--- src/rtl/fpq_pkg.sv ---
// Shared codes and constants for the FPQ egress transmit scheduler.
// Slot types, class codes and block sizing.
package fpq_pkg;

  typedef enum logic [1:0] {
    T_DEF = 2'b00,
    T_MAR = 2'b01,
    T_PCF = 2'b10,
    T_TT  = 2'b11
  } slot_t;

  typedef enum logic [1:0] {
    C_PCF = 2'b00,
    C_TT  = 2'b01,
    C_BE  = 2'b10,
    C_RC  = 2'b11
  } class_t;

  localparam int MTU_VAL   = 95;
  localparam int BLK_BYTES = 16;

endpackage

--- src/rtl/fpq_tx_scheduler_if.sv ---
// Request/length/grant bundle between queue servers and the scheduler.
// Queue servers drive requests; the scheduler drives grants.
interface fpq_tx_scheduler_if #(
  parameter int N_RC  = 2,
  parameter int LEN_W = 8
);

  logic                    req_pcf;
  logic                    req_tt;
  logic                    req_be;
  logic [LEN_W-1:0]        len_pcf;
  logic [LEN_W-1:0]        len_tt;
  logic [LEN_W-1:0]        len_be;
  logic [N_RC-1:0]         req_rc;
  logic [N_RC*LEN_W-1:0]   len_rc;
  logic                    gnt_pcf;
  logic                    gnt_tt;
  logic                    gnt_be;
  logic [N_RC-1:0]         gnt_rc;

  modport master (
    output req_pcf, req_tt, req_be,
    output len_pcf, len_tt, len_be,
    output req_rc, len_rc,
    input  gnt_pcf, gnt_tt, gnt_be, gnt_rc
  );

  modport slave (
    input  req_pcf, req_tt, req_be,
    input  len_pcf, len_tt, len_be,
    input  req_rc, len_rc,
    output gnt_pcf, gnt_tt, gnt_be, gnt_rc
  );

endinterface

--- src/rtl/fpq_tx_scheduler_rr_pick.sv ---
// Combinational round-robin picker over the RC channels.
// Search begins one past ptr and wraps.
module rr_pick #(
  parameter int N = 2
) (
  input  logic [N-1:0] elig,
  input  logic [2:0]   ptr,
  output logic [N-1:0] pick,
  output logic [2:0]   idx,
  output logic         any
);

  always_comb begin
    pick = '0;
    idx  = '0;
    any  = 1'b0;
    for (int j = 0; j < N; j++) begin
      if (!any && elig[j] && (j > int'(ptr))) begin
        any     = 1'b1;
        pick[j] = 1'b1;
        idx     = 3'(j);
      end
    end
    for (int j = 0; j < N; j++) begin
      if (!any && elig[j] && (j <= int'(ptr))) begin
        any     = 1'b1;
        pick[j] = 1'b1;
        idx     = 3'(j);
      end
    end
  end

endmodule

--- src/rtl/fpq_tx_scheduler.sv ---
// Per-port egress scheduler: picks the class owning the link,
// holds the grant for the frame's blocks, then inserts a one-block gap.
module fpq_tx_scheduler #(
  parameter int N_RC    = 2,
  parameter int LEN_W   = 8,
  parameter int MTU_VAL = fpq_pkg::MTU_VAL
) (
  input  logic             clk,
  input  logic             rst,
  input  logic             blk_tick,
  input  logic [1:0]       cur_state,
  input  logic [LEN_W-1:0] cur_value,
  fpq_tx_scheduler_if.slave q,
  output logic [1:0]       tx_class,
  output logic [2:0]       rc_ptr,
  output logic             busy,
  output logic             tx_done,
  output logic             tt_late
);

  import fpq_pkg::*;

  typedef enum logic [1:0] {
    S_IDLE,
    S_TX,
    S_GAP
  } state_t;

  localparam logic [LEN_W-1:0] MTU_L = LEN_W'(MTU_VAL);

  function automatic logic fits(
    input logic [LEN_W-1:0] len,
    input logic [LEN_W-1:0] lim
  );
    return (len != '0) && (len <= lim);
  endfunction

  state_t           state_q, state_d;
  logic [LEN_W-1:0] rem_q, rem_d;
  logic             gnt_pcf_q, gnt_pcf_d;
  logic             gnt_tt_q, gnt_tt_d;
  logic             gnt_be_q, gnt_be_d;
  logic [N_RC-1:0]  gnt_rc_q, gnt_rc_d;
  class_t           cls_q, cls_d;
  logic [2:0]       ptr_q, ptr_d;
  logic             done_q, done_d;
  logic             late_q, late_d;
  logic             was_tt_q, was_tt_d;

  logic             is_def, is_mar, is_tt, is_pcf;
  logic             e_pcf, e_tt, e_be;
  logic [N_RC-1:0]  e_rc;
  logic [N_RC-1:0]  rc_pick;
  logic [2:0]       rc_idx;
  logic             rc_any;
  logic [LEN_W-1:0] rc_len;

  assign is_def = (cur_state == T_DEF);
  assign is_mar = (cur_state == T_MAR);
  assign is_tt  = (cur_state == T_TT);
  assign is_pcf = (cur_state == T_PCF);

  assign e_pcf = q.req_pcf && is_pcf && fits(q.len_pcf, cur_value);
  assign e_tt  = q.req_tt && is_tt && fits(q.len_tt, cur_value);
  assign e_be  = q.req_be && is_def && fits(q.len_be, MTU_L);

  always_comb begin
    e_rc = '0;
    for (int i = 0; i < N_RC; i++) begin
      e_rc[i] = q.req_rc[i] &&
        ((is_mar && fits(q.len_rc[i*LEN_W +: LEN_W], cur_value)) ||
         (is_def && fits(q.len_rc[i*LEN_W +: LEN_W], MTU_L)));
    end
  end

  rr_pick #(
    .N (N_RC)
  ) u_rr_pick (
    .elig (e_rc),
    .ptr  (ptr_q),
    .pick (rc_pick),
    .idx  (rc_idx),
    .any  (rc_any)
  );

  always_comb begin
    rc_len = '0;
    for (int i = 0; i < N_RC; i++) begin
      if (rc_pick[i]) rc_len = q.len_rc[i*LEN_W +: LEN_W];
    end
  end

  always_comb begin
    state_d   = state_q;
    rem_d     = rem_q;
    gnt_pcf_d = gnt_pcf_q;
    gnt_tt_d  = gnt_tt_q;
    gnt_be_d  = gnt_be_q;
    gnt_rc_d  = gnt_rc_q;
    cls_d     = cls_q;
    ptr_d     = ptr_q;
    done_d    = 1'b0;
    was_tt_d  = is_tt;
    // Only the entry edge into a TT slot can flag a late frame.
    late_d    = is_tt && !was_tt_q && (state_q != S_IDLE) &&
                (cls_q != C_TT);
    unique case (state_q)
      S_IDLE: begin
        if (e_pcf) begin
          gnt_pcf_d = 1'b1;
          rem_d     = q.len_pcf;
          cls_d     = C_PCF;
          state_d   = S_TX;
        end else if (e_tt) begin
          gnt_tt_d = 1'b1;
          rem_d    = q.len_tt;
          cls_d    = C_TT;
          state_d  = S_TX;
        end else if (rc_any) begin
          gnt_rc_d = rc_pick;
          rem_d    = rc_len;
          cls_d    = C_RC;
          ptr_d    = rc_idx;
          state_d  = S_TX;
        end else if (e_be) begin
          gnt_be_d = 1'b1;
          rem_d    = q.len_be;
          cls_d    = C_BE;
          state_d  = S_TX;
        end
      end
      S_TX: begin
        if (blk_tick) begin
          if (rem_q == LEN_W'(1)) begin
            rem_d     = '0;
            gnt_pcf_d = 1'b0;
            gnt_tt_d  = 1'b0;
            gnt_be_d  = 1'b0;
            gnt_rc_d  = '0;
            done_d    = 1'b1;
            state_d   = S_GAP;
          end else begin
            rem_d = rem_q - LEN_W'(1);
          end
        end
      end
      S_GAP: begin
        if (blk_tick) state_d = S_IDLE;
      end
      default: state_d = S_IDLE;
    endcase
  end

  always_ff @(posedge clk) begin
    if (rst) begin
      state_q   <= S_IDLE;
      rem_q     <= '0;
      gnt_pcf_q <= 1'b0;
      gnt_tt_q  <= 1'b0;
      gnt_be_q  <= 1'b0;
      gnt_rc_q  <= '0;
      cls_q     <= C_PCF;
      ptr_q     <= '0;
      done_q    <= 1'b0;
      late_q    <= 1'b0;
      was_tt_q  <= 1'b0;
    end else begin
      state_q   <= state_d;
      rem_q     <= rem_d;
      gnt_pcf_q <= gnt_pcf_d;
      gnt_tt_q  <= gnt_tt_d;
      gnt_be_q  <= gnt_be_d;
      gnt_rc_q  <= gnt_rc_d;
      cls_q     <= cls_d;
      ptr_q     <= ptr_d;
      done_q    <= done_d;
      late_q    <= late_d;
      was_tt_q  <= was_tt_d;
    end
  end

  assign q.gnt_pcf = gnt_pcf_q;
  assign q.gnt_tt  = gnt_tt_q;
  assign q.gnt_be  = gnt_be_q;
  assign q.gnt_rc  = gnt_rc_q;
  assign tx_class  = cls_q;
  assign rc_ptr    = ptr_q;
  assign busy      = (state_q != S_IDLE);
  assign tx_done   = done_q;
  assign tt_late   = late_q;

endmodule

--- src/flat_wrapper.sv ---
// flat-port wrapper written by rule: the top's interface ports become plain ports
module fpq_tx_scheduler_flat import fpq_pkg::*;
#(
  parameter int N_RC    = 2,
  parameter int LEN_W   = 8,
  parameter int MTU_VAL = fpq_pkg::MTU_VAL
)
  (clk, rst, blk_tick, cur_state, cur_value, tx_class, rc_ptr, busy, tx_done, tt_late, q_req_pcf, q_req_tt, q_req_be, q_len_pcf, q_len_tt, q_len_be, q_req_rc, q_len_rc, q_gnt_pcf, q_gnt_tt, q_gnt_be, q_gnt_rc);
  fpq_tx_scheduler_if #(.N_RC(N_RC), .LEN_W(LEN_W)) q_i ();
  input  logic clk;
  input  logic rst;
  input  logic blk_tick;
  input  logic [1:0] cur_state;
  input  logic [LEN_W-1:0] cur_value;
  output logic [1:0] tx_class;
  output logic [2:0] rc_ptr;
  output logic busy;
  output logic tx_done;
  output logic tt_late;
  input wire logic [$bits(q_i.req_pcf)-1:0] q_req_pcf;
  input wire logic [$bits(q_i.req_tt)-1:0] q_req_tt;
  input wire logic [$bits(q_i.req_be)-1:0] q_req_be;
  input wire logic [$bits(q_i.len_pcf)-1:0] q_len_pcf;
  input wire logic [$bits(q_i.len_tt)-1:0] q_len_tt;
  input wire logic [$bits(q_i.len_be)-1:0] q_len_be;
  input wire logic [$bits(q_i.req_rc)-1:0] q_req_rc;
  input wire logic [$bits(q_i.len_rc)-1:0] q_len_rc;
  output wire logic [$bits(q_i.gnt_pcf)-1:0] q_gnt_pcf;
  output wire logic [$bits(q_i.gnt_tt)-1:0] q_gnt_tt;
  output wire logic [$bits(q_i.gnt_be)-1:0] q_gnt_be;
  output wire logic [$bits(q_i.gnt_rc)-1:0] q_gnt_rc;
  assign q_i.req_pcf = q_req_pcf;
  assign q_i.req_tt = q_req_tt;
  assign q_i.req_be = q_req_be;
  assign q_i.len_pcf = q_len_pcf;
  assign q_i.len_tt = q_len_tt;
  assign q_i.len_be = q_len_be;
  assign q_i.req_rc = q_req_rc;
  assign q_i.len_rc = q_len_rc;
  assign q_gnt_pcf = q_i.gnt_pcf;
  assign q_gnt_tt = q_i.gnt_tt;
  assign q_gnt_be = q_i.gnt_be;
  assign q_gnt_rc = q_i.gnt_rc;
  fpq_tx_scheduler #(.N_RC(N_RC), .LEN_W(LEN_W), .MTU_VAL(MTU_VAL)) u_core (.clk(clk), .rst(rst), .blk_tick(blk_tick), .cur_state(cur_state), .cur_value(cur_value), .q(q_i), .tx_class(tx_class), .rc_ptr(rc_ptr), .busy(busy), .tx_done(tx_done), .tt_late(tt_late));
endmodule
--- config.mk ---
export PLATFORM = sky130hd
export DESIGN_NAME = fpq_tx_scheduler_flat
export DESIGN_NICKNAME = d
export VERILOG_FILES = /design/src/rtl/fpq_pkg.sv /design/src/rtl/fpq_tx_scheduler_if.sv /design/src/rtl/fpq_tx_scheduler_rr_pick.sv /design/src/rtl/fpq_tx_scheduler.sv /design/src/flat_wrapper.sv
export SDC_FILE = /design/constraint.sdc
export NUM_CORES = 1
export LEC_CHECK = 0
export CAP_MARGIN = 0
export CORE_MARGIN = 2
export CORE_UTILIZATION = 51
export CTS_CLUSTER_DIAMETER = 30
export DETAILED_ROUTE_END_ITERATION = 7
export PLACE_DENSITY_LB_ADDON = 0.08
export SYNTH_ARGS = -nofsm -noshare
export SYNTH_HDL_FRONTEND = slang
export SYNTH_SLANG_ARGS = --single-unit
--- constraint.sdc ---
create_clock -name clk -period 4.01 [get_ports clk]
set_input_delay 0.802 -clock clk [delete_from_list [all_inputs] [get_ports clk]]
set_output_delay 0.802 -clock clk [all_outputs]
set_load 0.02 [all_outputs]
==> results of run 1 <==
report_power, final:
group          leakage [nW]  internal [W]  switching (W)  total (W)
logic                  1.04      0.000198       0.000225   0.000424
clock network        0.0255     0.0000694      0.0000716   0.000141
registers             0.172      0.000235      0.0000299   0.000265
total                  1.24      0.000502       0.000327   0.000829
synthesized netlist by cell type (6+ instances only):
| cell | number |
|---|---|
| nor3_1 | 11 |
| a211oi_1 | 7 |
| nor2b_1 | 6 |
| a21oi_1 | 28 |
| a22oi_1 | 7 |
| dfxtp_1 | 21 |
| nor4_1 | 8 |
| ha_1 | 34 |
| o21ai_0 | 17 |
| o22ai_1 | 7 |
| o21ai_1 | 10 |
| nor2_1 | 17 |
| inv_1 | 17 |
| nand3_1 | 7 |
| nand2_1 | 19 |
state kept, by name (all words and copies together), names as in the netlist:
register,count
u_core.rc_ptr,1
u_core.tx_done,1
u_core.state_q,2
u_core.rem_q,8
u_core.q.gnt_tt,1
u_core.q.gnt_rc,2
u_core.q.gnt_pcf,1
u_core.tx_class,2
u_core.tt_late,1
u_core.was_tt_q,1
u_core.q.gnt_be,1
cell families after synthesis:
| group | share of synthesized area |
|---|---|
| compound gates | 0.338 |
| xor+xnor | 0.0154 |
| fa+ha+maj | 0.187 |
| buf+inv | 0.0534 |
| flops | 0.185 |
| other cells | 0.00165 |
| simple gates | 0.219 |
placed cells by master, fill, tap and decap left out, types with 2 or more instances in the layout:
| master | netlist | routed |
|---|---|---|
| buf_4 | 2 | 4 |
| and3_1 | 2 | 2 |
| nor3_1 | 11 | 11 |
| nor2_1 | 17 | 17 |
| a211oi_1 | 7 | 7 |
| o22a_1 | 3 | 3 |
| clkdlybuf4s50_1 | 0 | 68 |
| conb_1 | 1 | 2 |
| or4_1 | 3 | 3 |
| a31o_1 | 3 | 3 |
| and2_1 | 2 | 2 |
| xor2_1 | 2 | 2 |
| a21oi_1 | 28 | 28 |
| or3_1 | 3 | 3 |
| o21a_1 | 4 | 4 |
| o21ai_0 | 17 | 17 |
| nor2b_1 | 6 | 6 |
| nand4_1 | 5 | 5 |
| a2111oi_0 | 2 | 2 |
| nand2_1 | 19 | 19 |
| xnor2_1 | 2 | 2 |
| o21ai_1 | 10 | 10 |
| o31a_1 | 2 | 2 |
| o211ai_1 | 5 | 5 |
| nor4_1 | 8 | 8 |
| clkbuf_8 | 0 | 3 |
| o22ai_1 | 7 | 7 |
| nand3_1 | 7 | 7 |
| ha_1 | 34 | 34 |
| nand2b_1 | 3 | 3 |
| a22oi_1 | 7 | 7 |
| inv_1 | 17 | 17 |
| a31oi_1 | 3 | 3 |
| dfxtp_1 | 21 | 21 |
| a221oi_1 | 2 | 2 |
| a21o_1 | 5 | 5 |
critical path, stage by stage:
cell and delay, ns:
clkdlybuf4s50_1 0.46, inv_1 0.11, ha_1 0.31, and4_1 0.24, a2111oi_0 0.38, a31oi_1 0.19, or2_1 0.29, nand2_1 0.25
a21boi_1 0.15, or4_1 0.42, a21oi_1 0.15
stage by stage:
step                      total power [W]  setup slack (ns)   util  hold slack (ns)  std cells
after floorplan                  0.000526              1.02      -            0.517        299
final                            0.000829             0.465  0.705            0.475        418
after global routing             0.000884             0.232  0.705            0.509        418
after global placement           0.000675             0.242  0.694            0.458        414
after CTS                        0.000823             0.498  0.705            0.481        418
after detailed placement         0.000682             0.226  0.694            0.468        414
worst paths after layout:
path / from / endpoint / slack (ns) / cells past startpoint
hold reg to reg: u_core.q.gnt_rc[0]$_SDFFE_PP0P_ / u_core.q.gnt_rc[0]$_SDFFE_PP0P_ / 0.48 / 2
hold / removal: u_core.q.gnt_rc[0]$_SDFFE_PP0P_ / u_core.q.gnt_rc[0]$_SDFFE_PP0P_ / 0.48 / 2
setup reg to reg: u_core.state_q[0]$_SDFFE_PP0P_ / u_core.rem_q[5]$_SDFFE_PP0P_ / 1.55 / 7
setup / recovery: cur_value[6] / u_core.q.gnt_rc[0]$_SDFFE_PP0P_ / 0.47 / 11
per-layer routing:
layer	global-route usage	vias to the layer above
li1	-	1283
met1	0.381	1211
met2	0.482	105
met3	0.0285	21
met4	0.138	0
met5	0	-
cell type report:
cell class / instances / area (um2) / share of cell area
clock buffers: 3 / 41.3 / 0.0136
well taps: 52 / 65.1 / 0.0214
repair buffers: 72 / 711 / 0.233
inverters: 19 / 71.3 / 0.0234
multi-input cells: 250 / 1730 / 0.569
clock inverters: 1 / 5.00 / 0.00164
flip-flops and latches: 21 / 420 / 0.138
==> impl_metrics.ini, run 1 <==
[status]
status = finished clean

[yosys]
ys.flop_type = dfxtp_1
syn_area_per_cell_um2 = 7.62
synth_cell_types = 58
yosysTopAreaCell = ha_1
synth.area.top_cells = ha_1 19%, dfxtp_1 19%, a21oi_1 6.2%
synth_top_area_frac = 0.187
synth-seq-cells = 21
ys_async_sr_fraction = 0
ys_seq_area_frac = 0.185
yosys_warnings = 0
syn_inst = 298
synth_edf_count = 0
netlist_area_um2 = 2270

[critical_path]
worstSetupStartpointType = primary input
endpoint_kind = flop
critPathRequiredTime_ns = 4.20
path_max_fanout = 10
worst-setup-path-type = in -> reg
crit_arrival_ns = 3.74

[pwr]
p_leak_nw = 1.24
power-per-cell-area_nw_per_um2 = 272
ir_drop_mv = 0.118

[floorplanning]
start_util = 0.525
coreArea_um2 = 4320
die_area_um2 = 5000
die_w_um = 70.7
die_height_um = 70.7
row_count = 24
ioPinCount = 71

[sta]
finalHoldViolCount = 0
tightest_slew_ns = 0.851
drv_slew = 0
slew_headroom = 0.432
final.setup_skew_ns = 0.00291
min_period_ns = 3.54
fmax_mhz = 282
period_share = 0.884
fin_setup_tns_ns = 0
rsz0062_at_grt = no
finalSetupViolations = 0

[cells_and_area]
num_antenna_cells = 0
fillers = 384
syn2layout_area_growth_pct = 34.2
stdcell_area_um2 = 3050
drive_above_1_share = 0.0355
nNetsFinal = 459

[clocking]
cts_buffers = 3
cts.clk_slew.worst_paths_ns = 0.08
cts.sinks = 21
h-tree-depth = 1
cts_tree = done
post_cts_buffers = 0
root_buffer = clkbuf_8
ctsResizeCount = 0
insertion_delay_ns = 0.27
cts_hold_buf = 0
clock_tree.buffer_depth = 2

[grt]
grt_pass1_vias = 2585
grt_max_degree = 16
grt-ovfl-total = 0
grt_first_pass_wirelength_mm = 11.9
grt_use_total = 0.291
antenna_found_initial = 0

[placement]
dp_hpwl_mm = 5.86
place_area_um2 = 3000
gp_congestion = 0.903
port-buffer-count = 68

[flow_run]
max-cap-violations = 0

[detailed_routing]
dr_wl_met3_um = 398
drc = 0
vias = 2620
vias_per_cell = 6.27
wl_mm = 7.17
wl_met2_mm = 3.36
top_layer = met4
first_pass_iters = 4
drt-met1-wl_mm = 3.16
ant_nets = 0
drt-initial-drc-count = 221
wire_per_inst_um = 17.2

[hold_path]
hold_path.class = reg -> reg
No activity file was read; power rests on OpenSTA's default activity.
==> run 2: changes to the inputs <==
--- a/config.mk
+++ b/config.mk
@@ -7,9 +7,10 @@
 export LEC_CHECK = 0
 export CAP_MARGIN = 0
 export CORE_MARGIN = 2
-export CORE_UTILIZATION = 51
+export CORE_UTILIZATION = 65
 export CTS_CLUSTER_DIAMETER = 30
 export DETAILED_ROUTE_END_ITERATION = 7
+export DONT_BUFFER_PORTS = 1
 export PLACE_DENSITY_LB_ADDON = 0.08
 export SYNTH_ARGS = -nofsm -noshare
 export SYNTH_HDL_FRONTEND = slang
==> run 2 against run 1 <==
  * Die area down 20%
  * Fmax up 13%
  * Design area shrank 23%
  * Global-route usage is 4.3 points higher
  * Routed wire length fell by 9.0%
  * Via count is 10% lower
  * Worst setup slack gained 0.41 ns
==> impl_metrics.ini, run 2 (synthesis results as in run 1) <==
[sta]
period_share = 0.781
min_period_ns = 3.13
finalHoldViolCount = 0
fmax_mhz = 319
final.setup_skew_ns = 0.0107
rsz0062_at_grt = no
slew_headroom = 0.615
tightest_slew_ns = 0.574
finalSetupViolations = 0
drv_slew = 0
fin_setup_tns_ns = 0

[critical_path]
worst-setup-path-type = in -> reg
path_max_fanout = 9
rr_endpoint = u_core.q.gnt_rc[0]$_SDFFE_PP0P_
reg2reg_depth = 7
regToRegSetupSlack_ns = 1.57
crit_arrival_ns = 3.40
endpoint_kind = flop
worstSetupStartpointType = primary input
critPathRequiredTime_ns = 4.28
max_stage_delay_ns = 0.48
path_cells = inv_1, ha_1, and4_1, a2111oi_0, a31oi_1, or2_1, o21ai_1, o22ai_1, o21ai_0, a31o_1
crit_path_top_delay_cell = o21ai_1
reg2reg_from = u_core.rem_q[2]$_SDFFE_PP0P_

[clocking]
ctsResizeCount = 0
cts_buffers = 3
insertion_delay_ns = 0.31
cts.clk_slew.worst_paths_ns = 0.12
clock_tree.buffer_depth = 2
h-tree-depth = 1
cts_hold_buf = 0
cts_tree = done
root_buffer = clkbuf_4
cts.sinks = 21
post_cts_buffers = 0

[pwr]
ir_drop_mv = 0.148
p_leak_nw = 0.965
p_seq_frac = 0.394
switchingPower_w = 0.000288
p_int_w = 0.000407
power-per-cell-area_nw_per_um2 = 298
pwr-share-comb = 0.458
sw_frac_of_total = 0.415
clockPowerShare = 0.149

[hold_path]
holdPathEnd = u_core.tx_class[1]$_SDFFE_PP0P_
hold_path.class = in -> reg
hold-path-cell-count = 1
holdCritStartpoint = rst

[floorplanning]
die_w_um = 63.1
coreArea_um2 = 3340
start_util = 0.681
die_area_um2 = 3980
die_height_um = 63.1
ioPinCount = 71
row_count = 21

[cells_and_area]
num_antenna_cells = 0
drive_above_1_share = 0.0404
mostFrequentLayoutCells = 34 x ha_1, 28 x a21oi_1, 21 x dfxtp_1
largest-register = u_core.rem_q
final_common_cell = ha_1
fin_util = 0.699
syn2layout_area_growth_pct = 2.70
nNetsFinal = 390
largest_reg_flops = 8

[grt]
grt_use_total = 0.334
grt_pass1_vias = 2268
grt_first_pass_wirelength_mm = 10.6
antenna_found_initial = 0
grt_max_degree = 16
grt-ovfl-total = 0

[flow_run]
max-cap-violations = 0

[detailed_routing]
vias_per_cell = 6.84
drc = 0
drt-initial-drc-count = 232
ant_nets = 0
wl_mm = 6.53
wire_per_inst_um = 19.0
first_pass_iters = 4
vias = 2345

[placement]
port-buffer-count = 0
dp_hpwl_mm = 5.32
gp_congestion = 0.893

[status]
status = finished clean
run 2: per-layer routing:
| metal | share of wire | routed length (um) | up-vias | GRT usage |
|---|---|---|---|---|
| li1 | - | - | 1148 | - |
| met1 | 0.42 | 2740 | 1070 | 0.420 |
| met2 | 0.48 | 3120 | 111 | 0.553 |
| met3 | 0.078 | 506 | 16 | 0.0732 |
| met4 | 0.025 | 162 | 0 | 0.133 |
| met5 | 0 | 0 | - | 0 |
run 2: how the worst max path moves through the flow:
stage                       startpoint                            to  slack, ns  cells after the start
after floorplan           cur_value[5]  u_core.rem_q[2]$_SDFFE_PP0P_       1.02                     10
after global placement    cur_value[6]  u_core.rem_q[4]$_SDFFE_PP0P_       0.60                     10
after detailed placement  cur_value[6]  u_core.rem_q[4]$_SDFFE_PP0P_       0.58                     10
after CTS                 cur_value[6]  u_core.rem_q[4]$_SDFFE_PP0P_       0.91                     10
after global routing      cur_value[5]  u_core.rem_q[4]$_SDFFE_PP0P_       0.72                     10
final                     cur_value[6]  u_core.rem_q[4]$_SDFFE_PP0P_       0.88                     10
run 2: area by class of cell:
cell class	count	area, um2
tap	46	57.6
multi-input combinational	250	1730
sequential	21	420
inverter	19	71.3
fill	300	1000
timing repair buffer	3	22.5
clock inverter	1	5.00
clock buffer	3	22.5
run 2: through the flow:
stage               hold slack (ns)  cells  worst slack (ns)  power, W  cell area [um2]
detailed placement            0.543    339             0.580  0.000585             2300
finish                        0.542    343             0.879  0.000695             2330
CTS                           0.546    343             0.905  0.000688             2330
global route                  0.519    343             0.723  0.000748             2330
floorplan                     0.517    299              1.02  0.000526             2270
global placement              0.531    339             0.602  0.000580             2300
run 2: worst max-delay path: cells and delay by family:
family,cells,cell delay (ns)
AOI/OAI and AO/OA,6,1.66
and+or+nand+nor,2,0.53
adders and majority gates,1,0.28
buffers and inverters,1,0.14
run 2: power by group through the flow:
stage | clock network [W] | registers [W] | logic, W
finish | 0.000103 | 0.000274 | 0.000318
global route | 0.000116 | 0.000277 | 0.000356
CTS | 0.000103 | 0.000273 | 0.000312
detailed placement | 0 | 0.000277 | 0.000308
global placement | 0 | 0.000276 | 0.000303
floorplan | 0 | 0.000267 | 0.000259
==> run 3: changes to the inputs <==
--- a/config.mk
+++ b/config.mk
@@ -7,7 +7,7 @@
 export LEC_CHECK = 0
 export CAP_MARGIN = 0
 export CORE_MARGIN = 2
-export CORE_UTILIZATION = 65
+export CORE_UTILIZATION = 64
 export CTS_CLUSTER_DIAMETER = 30
 export DETAILED_ROUTE_END_ITERATION = 7
 export DONT_BUFFER_PORTS = 1
==> constraint.sdc (replaced) <==
create_clock -name clk -period 3.1 [get_ports clk]
set_input_delay 0.62 -clock clk [delete_from_list [all_inputs] [get_ports clk]]
set_output_delay 0.62 -clock clk [all_outputs]
set_load 0.02 [all_outputs]
==> run 3 against run 2 <==
  * Clock skew decreased by 0.0073 ns
  * Register-to-register slack got worse by 0.82 ns
  * Sequential share of layout area decreased by 0.34 points
  * Cell count increased by 1.7%
  * Critical path type unchanged
  * Combinational power increased by 31%
  * Worst setup slack got worse by 0.51 ns
  * Power increased by 30%
  * Via count increased by 1.4%
  * Sequential cell count unchanged
  * Clock power increased by 31%
  * Hold slack got worse by 0.19 ns
  * Sequential power increased by 29%
==> impl_metrics.ini, run 3 (synthesis results as in run 1) <==
[floorplanning]
ioPinCount = 71
row_count = 21
die_w_um = 63.6
start_util = 0.675
die_area_um2 = 4040
coreArea_um2 = 3360
die_height_um = 63.6

[clocking]
ctsResizeCount = 0
post_cts_buffers = 0
cts_tree = done
cts_buffers = 3
clock_tree.buffer_depth = 2
cts_hold_buf = 0
insertion_delay_ns = 0.32
h-tree-depth = 1
cts.sinks = 21
cts.clk_slew.worst_paths_ns = 0.12
root_buffer = clkbuf_4

[detailed_routing]
top_layer = met4
wl_mm = 6.46
drt-met1-wl_mm = 2.76
dr_wl_met3_um = 480
wire_per_inst_um = 18.5
drc = 0
ant_nets = 0
first_pass_iters = 5
vias = 2377
vias_per_cell = 6.81
drt-initial-drc-count = 168
wl_met2_mm = 3.05

[cells_and_area]
nNetsFinal = 396
num_antenna_cells = 0
mostFrequentLayoutCells = 34 x ha_1, 28 x a21oi_1, 21 x dfxtp_1
syn2layout_area_growth_pct = 4.68
drive_above_1_share = 0.0594
final_common_cell = ha_1
largest-register = u_core.rem_q
largest_reg_flops = 8

[grt]
grt-ovfl-total = 0
grt_use_total = 0.333
grt_first_pass_wirelength_mm = 10.8
antenna_found_initial = 0
grt_pass1_vias = 2320
grt_max_degree = 16

[pwr]
p_seq_frac = 0.391
p_leak_nw = 0.993
power-per-cell-area_nw_per_um2 = 380
p_int_w = 0.000536
pwr-share-comb = 0.460
ir_drop_mv = 0.181
clockPowerShare = 0.149
sw_frac_of_total = 0.406
fin_total_pwr_w = 0.000903
switchingPower_w = 0.000367

[hold_path]
hold-path-cell-count = 1
holdPathEnd = u_core.tx_done$_SDFF_PP0_
hold_path.class = in -> reg
holdCritStartpoint = rst

[placement]
port-buffer-count = 0
gp_congestion = 0.952
dp_hpwl_mm = 5.30
place_ws_ns = 0.0862

[critical_path]
endpoint_kind = flop
regToRegSetupSlack_ns = 0.75
crit_arrival_ns = 2.97
path_max_fanout = 4
worst-setup-path-type = in -> reg
reg2reg_depth = 7
worstSetupStartpointType = primary input
critPathRequiredTime_ns = 3.34
reg2reg_from = u_core.rem_q[2]$_SDFFE_PP0P_
rr_endpoint = u_core.q.gnt_rc[0]$_SDFFE_PP0P_

[status]
status = finished clean

[sta]
finalSetupViolations = 0
holdWs_ns = 0.353
setup_ws_ns = 0.368
fmax_mhz = 366
rsz0062_at_grt = no
finalHoldViolCount = 0
slew_headroom = 0.660
min_period_ns = 2.73
fin_setup_tns_ns = 0
final.setup_skew_ns = 0.00347
period_share = 0.881
tightest_slew_ns = 0.507
drv_slew = 0

[flow_run]
max-cap-violations = 0
==> run 3: cell count changes in the layout (fill, tap and decap cells not counted), sizes merged <==
| cell | change |
|---|---|
| buf | +6 |
==> run 3: worst max-delay path: stages <==
cell       delay [ns]
inv_1            0.12
ha_1             0.27
and4_1           0.23
a2111oi_0        0.37
a31oi_1          0.19
or2_1            0.28
o21ai_1          0.26
buf_4            0.18
o22ai_1          0.09
o21a_1           0.23
o32ai_2          0.12
==> run 3: worst max-delay path by stage <==
stage,startpoint,to,slack [ns],cells past startpoint
floorplan,cur_value[5],u_core.rem_q[2]$_SDFFE_PP0P_,0.29,10
global placement,cur_value[7],u_core.rem_q[2]$_SDFFE_PP0P_,0.06,10
detailed placement,cur_value[5],u_core.rem_q[2]$_SDFFE_PP0P_,0.09,10
CTS,cur_value[5],u_core.rem_q[0]$_SDFFE_PP0P_,0.42,11
global route,cur_value[6],u_core.rem_q[6]$_SDFFE_PP0P_,0.21,12
finish,cur_value[5],u_core.rem_q[0]$_SDFFE_PP0P_,0.37,11
==> run 3: power groups by stage <==
stage	clock network (W)	logic, W	registers [W]
finish	0.000135	0.000415	0.000353
global route	0.000143	0.000473	0.000357
CTS	0.000135	0.000410	0.000351
detailed placement	0	0.000406	0.000358
global placement	0	0.000400	0.000358
floorplan	0	0.000335	0.000345
==> run 3: final cells by class <==
type	count	area (um2)
Clock buffer	3	22.5
Tap cell	46	57.6
Clock inverter	1	5.00
Fill cell	311	986
Multi-Input combinational cell	250	1730
Inverter	19	71.3
Sequential cell	21	420
Timing Repair Buffer	9	67.6
==> run 3: layer usage <==
metal | track usage | vias up
met5 | 0 | -
met4 | 0.128 | 0
met3 | 0.0643 | 15
met2 | 0.563 | 112
met1 | 0.414 | 1090
li1 | - | 1160
==> run 3: metrics by stage <==
stage / util / instance area (um2) / instances
finish: 0.707 / 2380 / 349
global route: 0.707 / 2380 / 349
CTS: 0.707 / 2380 / 349
detailed placement: 0.699 / 2350 / 345
global placement: 0.699 / 2350 / 345
floorplan: - / 2270 / 299
